[config.mk]
export PLATFORM = sky130hd
export DESIGN_NAME = arbitro_mem_externa
export DESIGN_NICKNAME = d
export VERILOG_FILES = /design/src/rtl/arbitro_mem_externa_pkg.sv /design/src/rtl/arbitro_mem_externa_rr_sel.sv /design/src/rtl/arbitro_mem_externa.sv
export SDC_FILE = /design/constraint.sdc
export NUM_CORES = 1
export LEC_CHECK = 0
export BUFFER_PORTS_ARGS = -buffer_cell sky130_fd_sc_hd__buf_4
export CAP_MARGIN = 20
export CORE_UTILIZATION = 25
export CTS_BUF_LIST = sky130_fd_sc_hd__clkbuf_16
export CTS_CLUSTER_SIZE = 30
export DETAILED_ROUTE_END_ITERATION = 16
export PLACE_DENSITY = 0.55
export SLEW_MARGIN = 10
export SYNTH_ARGS = -nofsm -noshare
export SYNTH_HDL_FRONTEND = slang
export SYNTH_SLANG_ARGS = --single-unit
export TNS_END_PERCENT = 10
[constraint.sdc]
create_clock -name clk_i -period 1.7 [get_ports clk_i]
set_clock_uncertainty 0.05 [all_clocks]
set_input_delay 0.255 -clock clk_i [delete_from_list [all_inputs] [get_ports clk_i]]
set_output_delay 0.255 -clock clk_i [all_outputs]
set_load 0.01 [all_outputs]
[src/rtl/arbitro_mem_externa_pkg.sv]
// Shared types and default widths for the external-memory arbiter (read path vs write-back path).
// The round-robin option is selected by ARB_ROUND_ROBIN_EN in arbitro_rr_sel.
package arbitro_mem_externa_pkg;

  localparam int ADDR_W_DEF = 21;
  localparam int DATA_W_DEF = 16;

  typedef enum logic [1:0] {
    ST_IDLE    = 2'd0,
    ST_READ    = 2'd1,
    ST_WRITE   = 2'd2,
    ST_RELEASE = 2'd3
  } state_t;

  typedef enum logic {
    GRANT_RD = 1'b0,
    GRANT_WR = 1'b1
  } grant_t;

endpackage

[src/rtl/arbitro_mem_externa_rr_sel.sv]
// Combinational 2-way grant selector (a = read, b = write); zero latency, no state.
// ARB_ROUND_ROBIN_EN defined: contention alternates against last_i; otherwise read always wins.
module arbitro_rr_sel
  import arbitro_mem_externa_pkg::*;
(
  input  logic   req_a_i,
  input  logic   req_b_i,
`ifdef ARB_ROUND_ROBIN_EN
  input  grant_t last_i,
`endif
  output grant_t grant_o
);

  always_comb begin
    grant_o = GRANT_RD;
    if (!req_a_i) begin
      grant_o = GRANT_WR;
    end
`ifdef ARB_ROUND_ROBIN_EN
    else if (req_b_i) begin
      grant_o = (last_i == GRANT_RD) ? GRANT_WR : GRANT_RD;
    end
`else
    else if (req_b_i) begin
      grant_o = GRANT_RD;
    end
`endif
  end

endmodule

[src/rtl/arbitro_mem_externa.sv]
// Single-port external memory arbiter: one transaction in flight, strobe 1 cycle after the grant edge,
// done pulse during a 1-cycle RELEASE; requesters wait on level req. Option macro: ARB_ROUND_ROBIN_EN.
module arbitro_mem_externa
  import arbitro_mem_externa_pkg::*;
#(
  parameter int ADDR_W = ADDR_W_DEF,
  parameter int DATA_W = DATA_W_DEF
) (
  input  logic              clk_i,
  input  logic              reset_i,
  input  logic              rd_req_i,
  input  logic [ADDR_W-1:0] rd_addr_i,
  output logic              rd_done_o,
  output logic [DATA_W-1:0] rd_data_o,
  input  logic              wr_req_i,
  input  logic [ADDR_W-1:0] wr_addr_i,
  input  logic [DATA_W-1:0] wr_data_i,
  output logic              wr_done_o,
  output logic              mem_read_o,
  output logic              mem_write_o,
  output logic [ADDR_W-1:0] mem_address_o,
  output logic [DATA_W-1:0] mem_wdata_o,
  input  logic [DATA_W-1:0] mem_rdata_i,
  input  logic              mem_done_i,
  output logic              busy_o
);

  state_t              state_q, state_d;
  logic                mem_read_q, mem_read_d;
  logic                mem_write_q, mem_write_d;
  logic [ADDR_W-1:0]   mem_address_q, mem_address_d;
  logic [DATA_W-1:0]   mem_wdata_q, mem_wdata_d;
  logic [DATA_W-1:0]   rd_data_q, rd_data_d;
  logic                rd_done_q, rd_done_d;
  logic                wr_done_q, wr_done_d;
  grant_t              grant;

`ifdef ARB_ROUND_ROBIN_EN
  grant_t              last_q, last_d;

  arbitro_rr_sel u_sel (
    .req_a_i (rd_req_i),
    .req_b_i (wr_req_i),
    .last_i  (last_q),
    .grant_o (grant)
  );
`else
  arbitro_rr_sel u_sel (
    .req_a_i (rd_req_i),
    .req_b_i (wr_req_i),
    .grant_o (grant)
  );
`endif

  always_comb begin
    state_d       = state_q;
    mem_read_d    = mem_read_q;
    mem_write_d   = mem_write_q;
    mem_address_d = mem_address_q;
    mem_wdata_d   = mem_wdata_q;
    rd_data_d     = rd_data_q;
    rd_done_d     = 1'b0;
    wr_done_d     = 1'b0;
`ifdef ARB_ROUND_ROBIN_EN
    last_d        = last_q;
`endif
    unique case (state_q)
      ST_IDLE: begin
        if (rd_req_i || wr_req_i) begin
`ifdef ARB_ROUND_ROBIN_EN
          last_d = grant;
`endif
          if (grant == GRANT_RD) begin
            state_d       = ST_READ;
            mem_read_d    = 1'b1;
            mem_address_d = rd_addr_i;
          end else begin
            state_d       = ST_WRITE;
            mem_write_d   = 1'b1;
            mem_address_d = wr_addr_i;
            mem_wdata_d   = wr_data_i;
          end
        end
      end
      ST_READ: begin
        if (mem_done_i) begin
          state_d    = ST_RELEASE;
          mem_read_d = 1'b0;
          rd_data_d  = mem_rdata_i;
          rd_done_d  = 1'b1;
        end
      end
      ST_WRITE: begin
        if (mem_done_i) begin
          state_d     = ST_RELEASE;
          mem_write_d = 1'b0;
          wr_done_d   = 1'b1;
        end
      end
      // The dead cycle lets the requester drop req before IDLE samples it again.
      ST_RELEASE: begin
        state_d = ST_IDLE;
      end
      default: begin
        state_d = ST_IDLE;
      end
    endcase
  end

  always_ff @(posedge clk_i) begin
    if (reset_i) begin
      state_q       <= ST_IDLE;
      mem_read_q    <= 1'b0;
      mem_write_q   <= 1'b0;
      mem_address_q <= '0;
      mem_wdata_q   <= '0;
      rd_data_q     <= '0;
      rd_done_q     <= 1'b0;
      wr_done_q     <= 1'b0;
`ifdef ARB_ROUND_ROBIN_EN
      last_q        <= GRANT_WR;
`endif
    end else begin
      state_q       <= state_d;
      mem_read_q    <= mem_read_d;
      mem_write_q   <= mem_write_d;
      mem_address_q <= mem_address_d;
      mem_wdata_q   <= mem_wdata_d;
      rd_data_q     <= rd_data_d;
      rd_done_q     <= rd_done_d;
      wr_done_q     <= wr_done_d;
`ifdef ARB_ROUND_ROBIN_EN
      last_q        <= last_d;
`endif
    end
  end

  assign mem_read_o    = mem_read_q;
  assign mem_write_o   = mem_write_q;
  assign mem_address_o = mem_address_q;
  assign mem_wdata_o   = mem_wdata_q;
  assign rd_data_o     = rd_data_q;
  assign rd_done_o     = rd_done_q;
  assign wr_done_o     = wr_done_q;
  assign busy_o        = (state_q != ST_IDLE);

endmodule

## After elaboration in Yosys (flattened, before gate mapping)

Index checks and enable logic that the tools add are counted.

- Register bits after elaboration: 59
- Logic and storage cells: 47
- Input bits: 79

- Muxes and demuxes: 13
- Equality and inequality tests: 9
- Bitwise operators: 3
- Reduce and logical (&&, ||, !) cells: 14

Operator list:

| cell | number |
|---|---|
| $mux 21 | 1 |
| $ne 2x2->1 const B | 5 |
| $reduce_and 4->1 | 2 |
| $mux 1 | 6 |
| $mux 2 | 3 |
| $pmux 2 s3 | 1 |
| $reduce_and 2->1 | 3 |
| $reduce_bool 2->1 | 3 |
| $reduce_or 2->1 | 3 |
| $eq 2x2->1 const B | 2 |
| $pmux 1 s2 | 2 |
| $not 1->1 | 3 |
| $reduce_and 3->1 | 1 |
| $eq 2x1->1 const B | 1 |
| $logic_not 2->1 | 1 |
| $ne 2x1->1 const B | 1 |
| $logic_or 1x1->1 | 1 |

## Logic depth before layout (Yosys ltp)

- Depth after elaboration: 4
- Gate-level depth with buffers: 8
- Gate-level depth less buffers: 5

## Hierarchy

From an unflattened synthesis, not the netlist that was laid out.

- Cell total of the unflattened synthesis: 280
- Area total of the unflattened synthesis: 2454.9 µm²

By module, submodules not included:

| module | area an instance (µm²) | cells each | instances |
|---|---|---|---|
| arbitro_mem_externa | 2451.1 | 279 | 1 |
| arbitro_rr_sel | 3.8 | 1 | 1 |

## Worst setup path after synthesis

No wires, ideal clock.

- Path type: register to register
- Start: register state_q[0]
- End: register mem_write_q, in the netlist mem_write_o
- Library setup time: 103 ps
- Path slack: 154 ps
- Stages on the path, launching flop included: 7
- Buffers on the path: 1
- Clock period less this slack: 1546 ps
- Arrival time: 1392 ps
- Data required time: 1547 ps
- Cells stage by stage: dfxtp_1 > inv_1 > ha_1 > buf_4 > or3b_1 > and3b_1 > a2111oi_2

- Word-level cells in the longest chain between the ends: 3
- Elaborated cells on any way between the ends: 8

RTL lines:

| element | RTL line | RTL |
|---|---|---|
| from (decl) | arbitro_mem_externa.sv:28 | `state_t state_q, state_d;` |
| from (signal assigned) | arbitro_mem_externa.sv:124 | `state_q <= state_d;` |
| $eq 2x2->1 or $logic_not 2->1 (tied branches) | arbitro_mem_externa.sv:67 | `unique case (state_q)` |
| $ne 2x2->1 (no line) or $reduce_bool 2->1 (tied branches) | n/a |  |
| $reduce_and 4->1 (no line) | n/a |  |
| to (signal assigned) | arbitro_mem_externa.sv:126 | `mem_write_q <= mem_write_d;` |
| to (decl) | arbitro_mem_externa.sv:30 | `logic mem_write_q, mem_write_d;` |

Parallel ways exist; a longest one is shown, timed or not.
A chain may end at the register's enable or synchronous reset.

## Worst setup path in the final report

Same ends and word-level chain as after synthesis.

==> results_dict.tcl <==
set metrics [dict create \
    setup_viol 0 \
    gp_congestion 0.7771 \
    end_kind "flip-flop" \
    grt_pass1_vias 2123 \
    status "finished clean" \
    worstHoldStart "wr_data_i[3]" \
    critPathLaunchType "flip-flop" \
    cts_tree "built" \
    switching_share_pct 31.40 \
    coreArea_um2 9240 \
    p_sw_uw 1726 \
    worstPathArrival_ps 1780 \
    route.detailed.wl_per_inst_um 11.77 \
    maxSlewViolCount 0 \
    relSlewSlack_pct 56.57 \
    whs_ps 133.3 \
    portBuffers 136 \
    routed-via-count 2285 \
    postSynthCellCount 278 \
    clockBufferDepth 2 \
    clk_pin_slew_ps 50 \
    antenna_found_initial 0 \
    worst-endpoint-required_ps 1860 \
    placed_area_um2 3523 \
    fin_crit_ps 1619 \
    fp.dieArea_um2 9934 \
    cts_max_level 3 \
    p_leak_uw 0.001732 \
    clock.fmax_ghz 0.6176 \
    cellPowerDensity_nw_per_um2 1443 \
    grt.overflow.total 0 \
    drtIter0Drc 33 \
    numCtsBuffers 9 \
    power_frac_seq_pct 34.6 \
    die_w_um 99.67 \
    drive_gt1_share_pct 38.07 \
    rows 35 \
    crit_start "state_q[0]" \
    tightest_slew_ps 651.5 \
    grt_usage_pct 13.19 \
    timing.rr.start "state_q[0]" \
    crit_fanout 7 \
    ys_warn_count 0 \
    antenna_left 0 \
    syn-cell-area_um2 2385 \
    seq_area_frac_synth_pct 49.53 \
    p_int_uw 3772 \
    multi_input_area_um2 1084 \
    fillers 916 \
    fp.dieH_um 99.67 \
    ctsResizeCount 0 \
    wl_um 6405 \
    grt_pass1_wl_um 10080 \
    cts-root-buf "clkbuf_16" \
    fin_crit_sh_pct 95.25 \
    rsz0062_at_grt "yes" \
    clkPwrFrac_pct 30.8 \
    routed_via_density 4.200 \
    insertion_delay_ps 310 \
    post-route-drc-count 0 \
    start_util_pct 25.81 \
    cts_num_sinks 59 \
    ioPinCount 137 \
    yosys.area.top_type "dfxtp_1" \
    antenna-diode-count 0 \
    register_area_um2 1181 \
    path_class "flip-flop to flip-flop" \
    pwr-share-comb_pct 34.6 \
    area_growth_syn_to_layout_pct 59.81 \
    hold_viol_final 0 \
    max-vdd-ir-drop_v 0.0005582 \
    syn_nets 361 \
    yosysTopAreaCellShare_pct 49.53 \
    cts_setup_buffers 0 \
    grt_max_degree 60 \
    netlist_top_cells_area "dfxtp_1 50%, nand2_1 11%, mux2i_1 8.8%" \
    stdcell_area_um2 3811 \
    yosys_register_bits 59 \
    final_nets 493 \
    cts_hold_buf 0 \
    report.power.total_uw 5498 \
    dr.pass1.iters 4 \
    maxCapViolCount 0 \
    syn_avg_cell_area_um2 8.578 \
    min_path_type "primary input to flip-flop" \
    place_hpwl_um 4706 \
    ys_types 27 \
]
-- placed cells by master (no fill, tap or decap), types with 3 or more instances in the layout --
cell and n:
mux2i_1 21, inv_1 6, clkbuf_16 9, a21oi_1 36, a211oi_1 21, clkinv_1 3, buf_4 141, dfxtp_1 59
ha_1 3, nor2_1 23, nor2b_1 3, nand2_1 67
-- layer usage --
| metal | GRT usage (%) | share of wire, % |
|---|---|---|
| met1 | 16.33 | 46 |
| met2 | 19.84 | 43 |
| met5 | 0 | 0 |
| met3 | 4.638 | 9.0 |
| met4 | 7.466 | 1.5 |
-- path summary, 6_finish.rpt --
| path | end | slack, ps | cells past startpoint |
|---|---|---|---|
| worst max-delay path | mem_write_o | 80 | 5 |
| worst min-delay path | mem_wdata_o[3] | 130 | 3 |
| worst max register to register | mem_write_o | 80 | 5 |
| worst min register to register | rd_data_o[7] | 400 | 2 |
-- cell usage after synthesis --
master     number
nand2_1        67
dfxtp_1        59
a21oi_1        36
nor2_1         23
a211oi_1       21
mux2i_1        21
buf_2          11
clkbuf_1        6
inv_1           6
ha_1            4
nor2b_1         3
and3b_1         2
buf_4           2
nand2b_1        2
nor3_1          2
o21ai_0         2
a2111oi_2       1
a21boi_0        1
a221oi_1        1
a31oi_1         1
and2_1          1
buf_1           1
clkbuf_2        1
nand3b_1        1
o21a_1          1
or2b_1          1
or3b_1          1
-- critical path: stages (launching register included) --
cell,delay [ps]
dfxtp_1,320
inv_1,120
ha_2,250
or3b_1,400
and3b_1,200
a2111oi_2,190
-- logic make-up (layout without fill, tap and decap cells) --
kind of cell,after synthesis,after routing,share of synthesized area (%)
muxes,21,21,8.814
DFF,59,59,49.53
and+or+nand+nor,103,103,17.89
buffers and inverters,27,164,5.193
adders and majority gates,4,4,2.099
AOI/OAI and AO/OA,64,64,16.47
-- final cells by class --
type,count,share of cell area [%]
inverter,6,0.5909
tap,129,4.235
sequential,59,30.99
multi-input combinational,192,28.43
timing repair buffer,142,28.30
clock inverter,7,1.543
clock buffer,9,5.909
-- metrics by stage --
step	utilization [%]	setup TNS, ps	std cells	worst slack [ps]
2_1_floorplan	-	0	278	154.2
3_3_place_gp	38.13	0	528	115.6
3_5_place_dp	38.13	0	528	4.382
4_1_cts	41.21	0	544	3.412
5_1_grt	41.25	-47.02	544	-47.02
6_report	41.25	0	544	80.77
-- flip-flops by register name, indices dropped and copies added (netlist names) --
signal         flops
mem_address_o     21
mem_read_o         1
mem_wdata_o       16
mem_write_o        1
rd_data_o         16
rd_done_o          1
state_q            2
wr_done_o          1
-- power groups by stage --
stage                     clock (uW)  sequential [uW]  combinational [uW]
after global placement             0             1910                1910
after CTS                       1750             1900                1930
after global routing            1830             1940                2130
final                           1690             1900                1900
after floorplan                    0             2050                 906
after detailed placement           0             1930                1930
Note: power is estimated with default switching activity, not from simulation.
